`src/rtl/walking_bit_burst_ctrl.sv`:
```
// Burst sequencer for the walking-bit pattern generator on the FT601 TX path.
// It presents bursts of generator words over a valid/ready handshake, marks
// the final beat of each burst, and inserts programmable idle gaps between
// bursts. The generator advances only on accepted beats.
//
// Handshake: a beat transfers on any rising edge where o_tx_valid and
// i_tx_ready are both high. Once o_tx_valid rises it stays high, with
// o_tx_last stable, until a beat transfers. Reset is the only exception.
module walking_bit_burst_ctrl #(
  parameter int LEN_WIDTH = 16,
  parameter int GAP_WIDTH = 8,
  parameter int CNT_WIDTH = 8
) (
  input  logic                           i_clk,
  input  logic                           i_rst_n,
  input  logic                           i_start,
  input  logic                           i_abort,
  input  logic [LEN_WIDTH-1:0]           i_burst_len,
  input  logic [CNT_WIDTH-1:0]           i_num_bursts,
  input  logic [GAP_WIDTH-1:0]           i_gap,
  input  logic                           i_tx_ready,
  output logic                           o_tx_valid,
  output logic                           o_tx_last,
  output logic                           o_gen_enable,
  output logic                           o_busy,
  output logic                           o_done,
  output logic [LEN_WIDTH+CNT_WIDTH-1:0] o_beat_count,
  output logic [CNT_WIDTH-1:0]           o_burst_count,
  output logic [1:0]                     o_dbg_state
);

  typedef enum logic [1:0] {
    S_IDLE  = 2'd0,
    S_BURST = 2'd1,
    S_GAP   = 2'd2,
    S_DONE  = 2'd3
  } state_t;

  localparam logic [LEN_WIDTH-1:0]           LEN_ONE  = 1;
  localparam logic [GAP_WIDTH-1:0]           GAP_ONE  = 1;
  localparam logic [CNT_WIDTH-1:0]           CNT_ONE  = 1;
  localparam logic [LEN_WIDTH+CNT_WIDTH-1:0] BEAT_ONE = 1;

  state_t                         state_q, state_d;
  logic [LEN_WIDTH-1:0]           len_q, len_d;
  logic [CNT_WIDTH-1:0]           num_q, num_d;
  logic [GAP_WIDTH-1:0]           gap_q, gap_d;
  logic [GAP_WIDTH-1:0]           gap_cnt_q, gap_cnt_d;
  logic [LEN_WIDTH-1:0]           beat_idx_q, beat_idx_d;
  logic [LEN_WIDTH+CNT_WIDTH-1:0] beat_count_q, beat_count_d;
  logic [CNT_WIDTH-1:0]           burst_count_q, burst_count_d;
  logic                           abort_pending_q, abort_pending_d;

  logic                           tx_valid;
  logic                           is_last;
  logic                           beat_acc;
  logic                           abort_now;
  logic [CNT_WIDTH-1:0]           burst_next;

  assign tx_valid   = (state_q == S_BURST);
  assign is_last    = (beat_idx_q == (len_q - LEN_ONE));
  assign beat_acc   = tx_valid & i_tx_ready;
  assign abort_now  = abort_pending_q | i_abort;
  assign burst_next = burst_count_q + CNT_ONE;

  assign o_tx_valid    = tx_valid;
  assign o_tx_last     = tx_valid & is_last;
  assign o_gen_enable  = beat_acc;
  assign o_busy        = (state_q != S_IDLE);
  assign o_done        = (state_q == S_DONE);
  assign o_beat_count  = beat_count_q;
  assign o_burst_count = burst_count_q;
  assign o_dbg_state   = state_q;

  // Next-state, config latch, counters and abort tracking.
  always_comb begin
    state_d         = state_q;
    len_d           = len_q;
    num_d           = num_q;
    gap_d           = gap_q;
    gap_cnt_d       = gap_cnt_q;
    beat_idx_d      = beat_idx_q;
    beat_count_d    = beat_count_q;
    burst_count_d   = burst_count_q;
    abort_pending_d = abort_pending_q;
    case (state_q)
      S_IDLE: begin
        abort_pending_d = 1'b0;
        // A zero-length start is ignored entirely; abort has no effect here.
        if (i_start && (i_burst_len != '0)) begin
          len_d         = i_burst_len;
          num_d         = i_num_bursts;
          gap_d         = i_gap;
          beat_idx_d    = '0;
          beat_count_d  = '0;
          burst_count_d = '0;
          state_d       = S_BURST;
        end
      end
      S_BURST: begin
        // Abort only ends the run at a burst boundary, so remember it.
        abort_pending_d = abort_now;
        if (beat_acc) begin
          beat_count_d = beat_count_q + BEAT_ONE;
          if (is_last) begin
            burst_count_d = burst_next;
            beat_idx_d    = '0;
            if (abort_now || ((num_q != '0) && (burst_next == num_q))) begin
              state_d = S_DONE;
            end else if (gap_q != '0) begin
              gap_cnt_d = gap_q;
              state_d   = S_GAP;
            end
          end else begin
            beat_idx_d = beat_idx_q + LEN_ONE;
          end
        end
      end
      S_GAP: begin
        if (i_abort) begin
          state_d = S_DONE;
        end else if (gap_cnt_q <= GAP_ONE) begin
          state_d = S_BURST;
        end else begin
          gap_cnt_d = gap_cnt_q - GAP_ONE;
        end
      end
      S_DONE: begin
        abort_pending_d = 1'b0;
        state_d         = S_IDLE;
      end
      default: begin
        state_d = S_IDLE;
      end
    endcase
  end

  // State and datapath registers with synchronous active-low reset.
  always_ff @(posedge i_clk) begin
    if (!i_rst_n) begin
      state_q         <= S_IDLE;
      len_q           <= '0;
      num_q           <= '0;
      gap_q           <= '0;
      gap_cnt_q       <= '0;
      beat_idx_q      <= '0;
      beat_count_q    <= '0;
      burst_count_q   <= '0;
      abort_pending_q <= 1'b0;
    end else begin
      state_q         <= state_d;
      len_q           <= len_d;
      num_q           <= num_d;
      gap_q           <= gap_d;
      gap_cnt_q       <= gap_cnt_d;
      beat_idx_q      <= beat_idx_d;
      beat_count_q    <= beat_count_d;
      burst_count_q   <= burst_count_d;
      abort_pending_q <= abort_pending_d;
    end
  end

endmodule

```
`config.mk`:
```
export PLATFORM = sky130hd
export DESIGN_NAME = walking_bit_burst_ctrl
export DESIGN_NICKNAME = d
export VERILOG_FILES = /design/src/rtl/walking_bit_burst_ctrl.sv
export SDC_FILE = /design/constraint.sdc
export NUM_CORES = 1
export LEC_CHECK = 0
export BUFFER_PORTS_ARGS = -buffer_cell sky130_fd_sc_hd__buf_4
export CORE_AREA = 5 5 119 121
export DETAILED_ROUTE_END_ITERATION = 7
export DIE_AREA = 0 0 124 126
export PLACE_DENSITY_LB_ADDON = 0.05
export SYNTH_ARGS = -nofsm -noshare
export SYNTH_HDL_FRONTEND = slang
export SYNTH_SLANG_ARGS = --single-unit
```
`constraint.sdc`:
```
create_clock -name i_clk -period 3.9 [get_ports i_clk]
set_clock_uncertainty 0.2 [all_clocks]
set_input_delay 0.585 -clock i_clk [delete_from_list [all_inputs] [get_ports i_clk]]
set_output_delay 0.585 -clock i_clk [all_outputs]
set_load 0.02 [all_outputs]
```
==> key figures <==
Run status
  • Status: finished clean

Synth
  • Compound-Gate Fraction of Synth Area: 14.37%
  • Syn Inst Count: 645
  • Synth warnings: 0
  • Top area cells in the synthesized netlist: dfxtp_1, nand2_1, xor2_1
  • Post-Synth XOR/XNOR Area: 12.17%
  • Post-synth EDFFs: 0
  • Largest family of logic cells by synthesized area: simple AND/OR/NAND/NOR gates
  • Mapped cell area: 5101 µm²
  • Synthesis-stage register bit count: 91
  • Register area share after synthesis: 35.71%
  • Most common cell in the netlist: nand2_1
  • Synth Net Count: 694
  • Async set or reset register ratio after synthesis: 0%
  • Synth area leader: dfxtp_1
  • Commonest cells post-synth: nand2_1, dfxtp_1, nor2_1
  • Top_reg_cell synth: dfxtp_1
  • Post-synthesis mux area share: 0.6132%
  • Simple-Gate Fraction of Synth Area: 29.19%
  • Post-synthesis average cell area: 7.909 µm²
  • Library cells used by synthesis: 66
  • Top cell type's share of synthesized area: 35.71%
  • Post-Synth Adder-Cell Area: 2.943%

Die
  • Row cnt: 42
  • Initial Util: 39.30%
  • Die H: 126 µm
  • Die outline width: 124 µm
  • Core area: 12980 µm²
  • Boundary Pins: 76
  • Die Area: 15620 µm²

Power and ir drop
  • Cell Pwr Density: 507.0 nW/µm²
  • Worst VDD drop: 0.3869 mV
  • Leak Pwr: 2.381 nW

STA
  • Slew @ Worst Pin: 0.7347 ns
  • Fmax: 0.2869 GHz
  • RSZ-0062 raised after global routing: false
  • Final Max Tran Viols: 0
  • Slew HR: 50.64%
  • Tcrit/Tclk final: 89.38%
  • Final hold vios: 0
  • TNS Setup: 0 ns
  • Tmin final: 3.486 ns
  • Final setup fails: 0

Critical path
  • Critical Path End Type: primary output
  • WS Path Type: reg2out
  • Critical Path RT: 3.12 ns
  • Max Fanout on Critical Path: 6
  • Crit path DAT: 2.70 ns
  • Critical Path Start Type: flip-flop

Drt
  • DRT iter0 DRCs: 367
  • Drt wl/cell: 15.58 µm
  • Drt total wl: 13.79 mm
  • Via density: 5.316
  • Final ANT Viol Nets: 0
  • Drt drc: 0
  • DRT Pass-1 Iters: 5
  • Routed vias: 4705

Global route
  • Grt total ovfl: 0
  • GRT Total Usage: 18.08%
  • First-pass GRT wire length: 22.73 mm
  • Vias in the first global route: 4449
  • Largest net degree at the start of global routing: 34
  • Antenna violations before repair: 0

Clock tree
  • Hold_buf cts: 0
  • CTS Buf Count: 9
  • Post-CTS Resized: 0
  • CTS clk-pin slew, worst paths: 0.06 ns
  • Clock Latency Late Sink: 0.34 ns
  • CTS Sinks: 91
  • H-Tree Depth: 3
  • CTS tree: done
  • Clock Tree Buf Depth: 2
  • Root Driver: clkbuf_16
  • Setup bufs post-CTS: 0

Worst hold path
  • Hold WC Path Type: reg2reg

Placed design
  • Post-DP Area: 5787 µm²
  • GP Congestion: 0.7966
  • I/O Buffers: 75
  • Post-DP HPWL: 10.25 mm

Layout
  • Fraction of layout cells with a size suffix above 1: 15.80%
  • Antenna fix cells: 0
  • Nets: 753
  • Fill cells: 1327
  • Fin util: 46.81%
  • Area growth syn-to-layout: 19.11%
  • Post-route design area: 6076 µm²

Run
  • Max-Cap Viols: 0
-- worst paths after layout --
kind / depth (start not counted) / end / slack [ns] / from
max reg2reg: 10 / gap_cnt_q[3]$_SDFFE_PN0P_ / 0.56 / len_q[0]$_SDFFE_PN0P_
max: 9 / o_tx_last / 0.41 / len_q[0]$_SDFFE_PN0P_
min reg2reg: 2 / gap_q[6]$_SDFFE_PN0P_ / 0.26 / gap_q[6]$_SDFFE_PN0P_
min: 2 / gap_q[6]$_SDFFE_PN0P_ / 0.26 / gap_q[6]$_SDFFE_PN0P_
-- logic make-up (layout without fill, tap and decap cells) --
family	Yosys count	count (layout)
flops	91	91
mux	3	3
compound gates	107	107
buf+inv	59	123
simple gates	303	303
xor+xnor	70	70
fa+ha+maj	12	12
-- stage by stage --
| step | setup slack (ns) | cells | power (W) | hold slack (ns) |
|---|---|---|---|---|
| after floorplan | 0.9262 | 645 | 0.001902 | 0.2363 |
| after global placement | 0.6587 | 869 | 0.002216 | 0.2468 |
| after detailed placement | 0.5831 | 869 | 0.002236 | 0.2545 |
| final | 0.4143 | 885 | 0.003080 | 0.2617 |
| after CTS | 0.4102 | 885 | 0.003118 | 0.2641 |
| after global routing | 0.1871 | 885 | 0.003284 | 0.2787 |
-- cells in the final DEF (no fill, tap or decap), types with 3 or more instances in the layout --
master / instances
and3_1: 17
nor4_1: 9
a211o_1: 5
nand2_1: 110
dfxtp_1: 91
nand4_1: 21
and2_1: 5
xnor2_1: 27
nor2b_1: 7
nor3_1: 17
a211oi_1: 3
o22ai_1: 3
nor4_2: 3
nor2_1: 61
buf_4: 85
o21ai_1: 4
nand3_1: 25
o21ai_0: 10
clkbuf_1: 4
o2111ai_1: 5
and4b_1: 3
o32ai_1: 3
a21oi_1: 42
and4_1: 5
clkbuf_16: 9
xor2_1: 42
ha_1: 12
o211ai_1: 4
inv_1: 21
o31ai_1: 7
nor3b_1: 5
-- state kept, by name (all words and copies together) (netlist names) --
signal / cells
beat_idx_q: 16
o_beat_count: 24
o_dbg_state: 2
abort_pending_q: 1
num_q: 8
gap_q: 8
len_q: 16
gap_cnt_q: 8
o_burst_count: 8
-- cell type report --
cell class              instances  area, µm²  area share [%]
repair buffers                 85      638.1           10.50
clock inverters                 2      35.03          0.5766
clock buffers                  14      254.0           4.180
well taps                     176      220.2           3.624
inverters                      22      82.58           1.359
multi-input cells             495       3024           49.77
flip-flops and latches         91       1822           29.98
-- critical path, stage by stage, from the launching register on --
cell and delay (ns):
dfxtp_1 0.36, inv_1 0.08, ha_1 0.25, nor3b_1 0.45, and4b_1 0.26, o211a_1 0.13
nor2_1 0.06, or4_1 0.46, nor2_1 0.14, buf_4 0.17
-- routing by layer --
metal / track usage (%) / routed length (µm) / vias up
met5: 0 / 0 / -
met4: 5.412 / 171 / 0
met3: 2.422 / 469 / 12
met2: 28.41 / 6381 / 86
met1: 25.74 / 6764 / 2247
li1: - / - / 2360
-- report_power, final --
group | switching (W) | internal (W)
Clock | 0.000354 | 0.000515
Combinational | 0.000698 | 0.000404
Sequential | 0.000101 | 0.00101
Note: power is estimated with default switching activity, not from simulation.
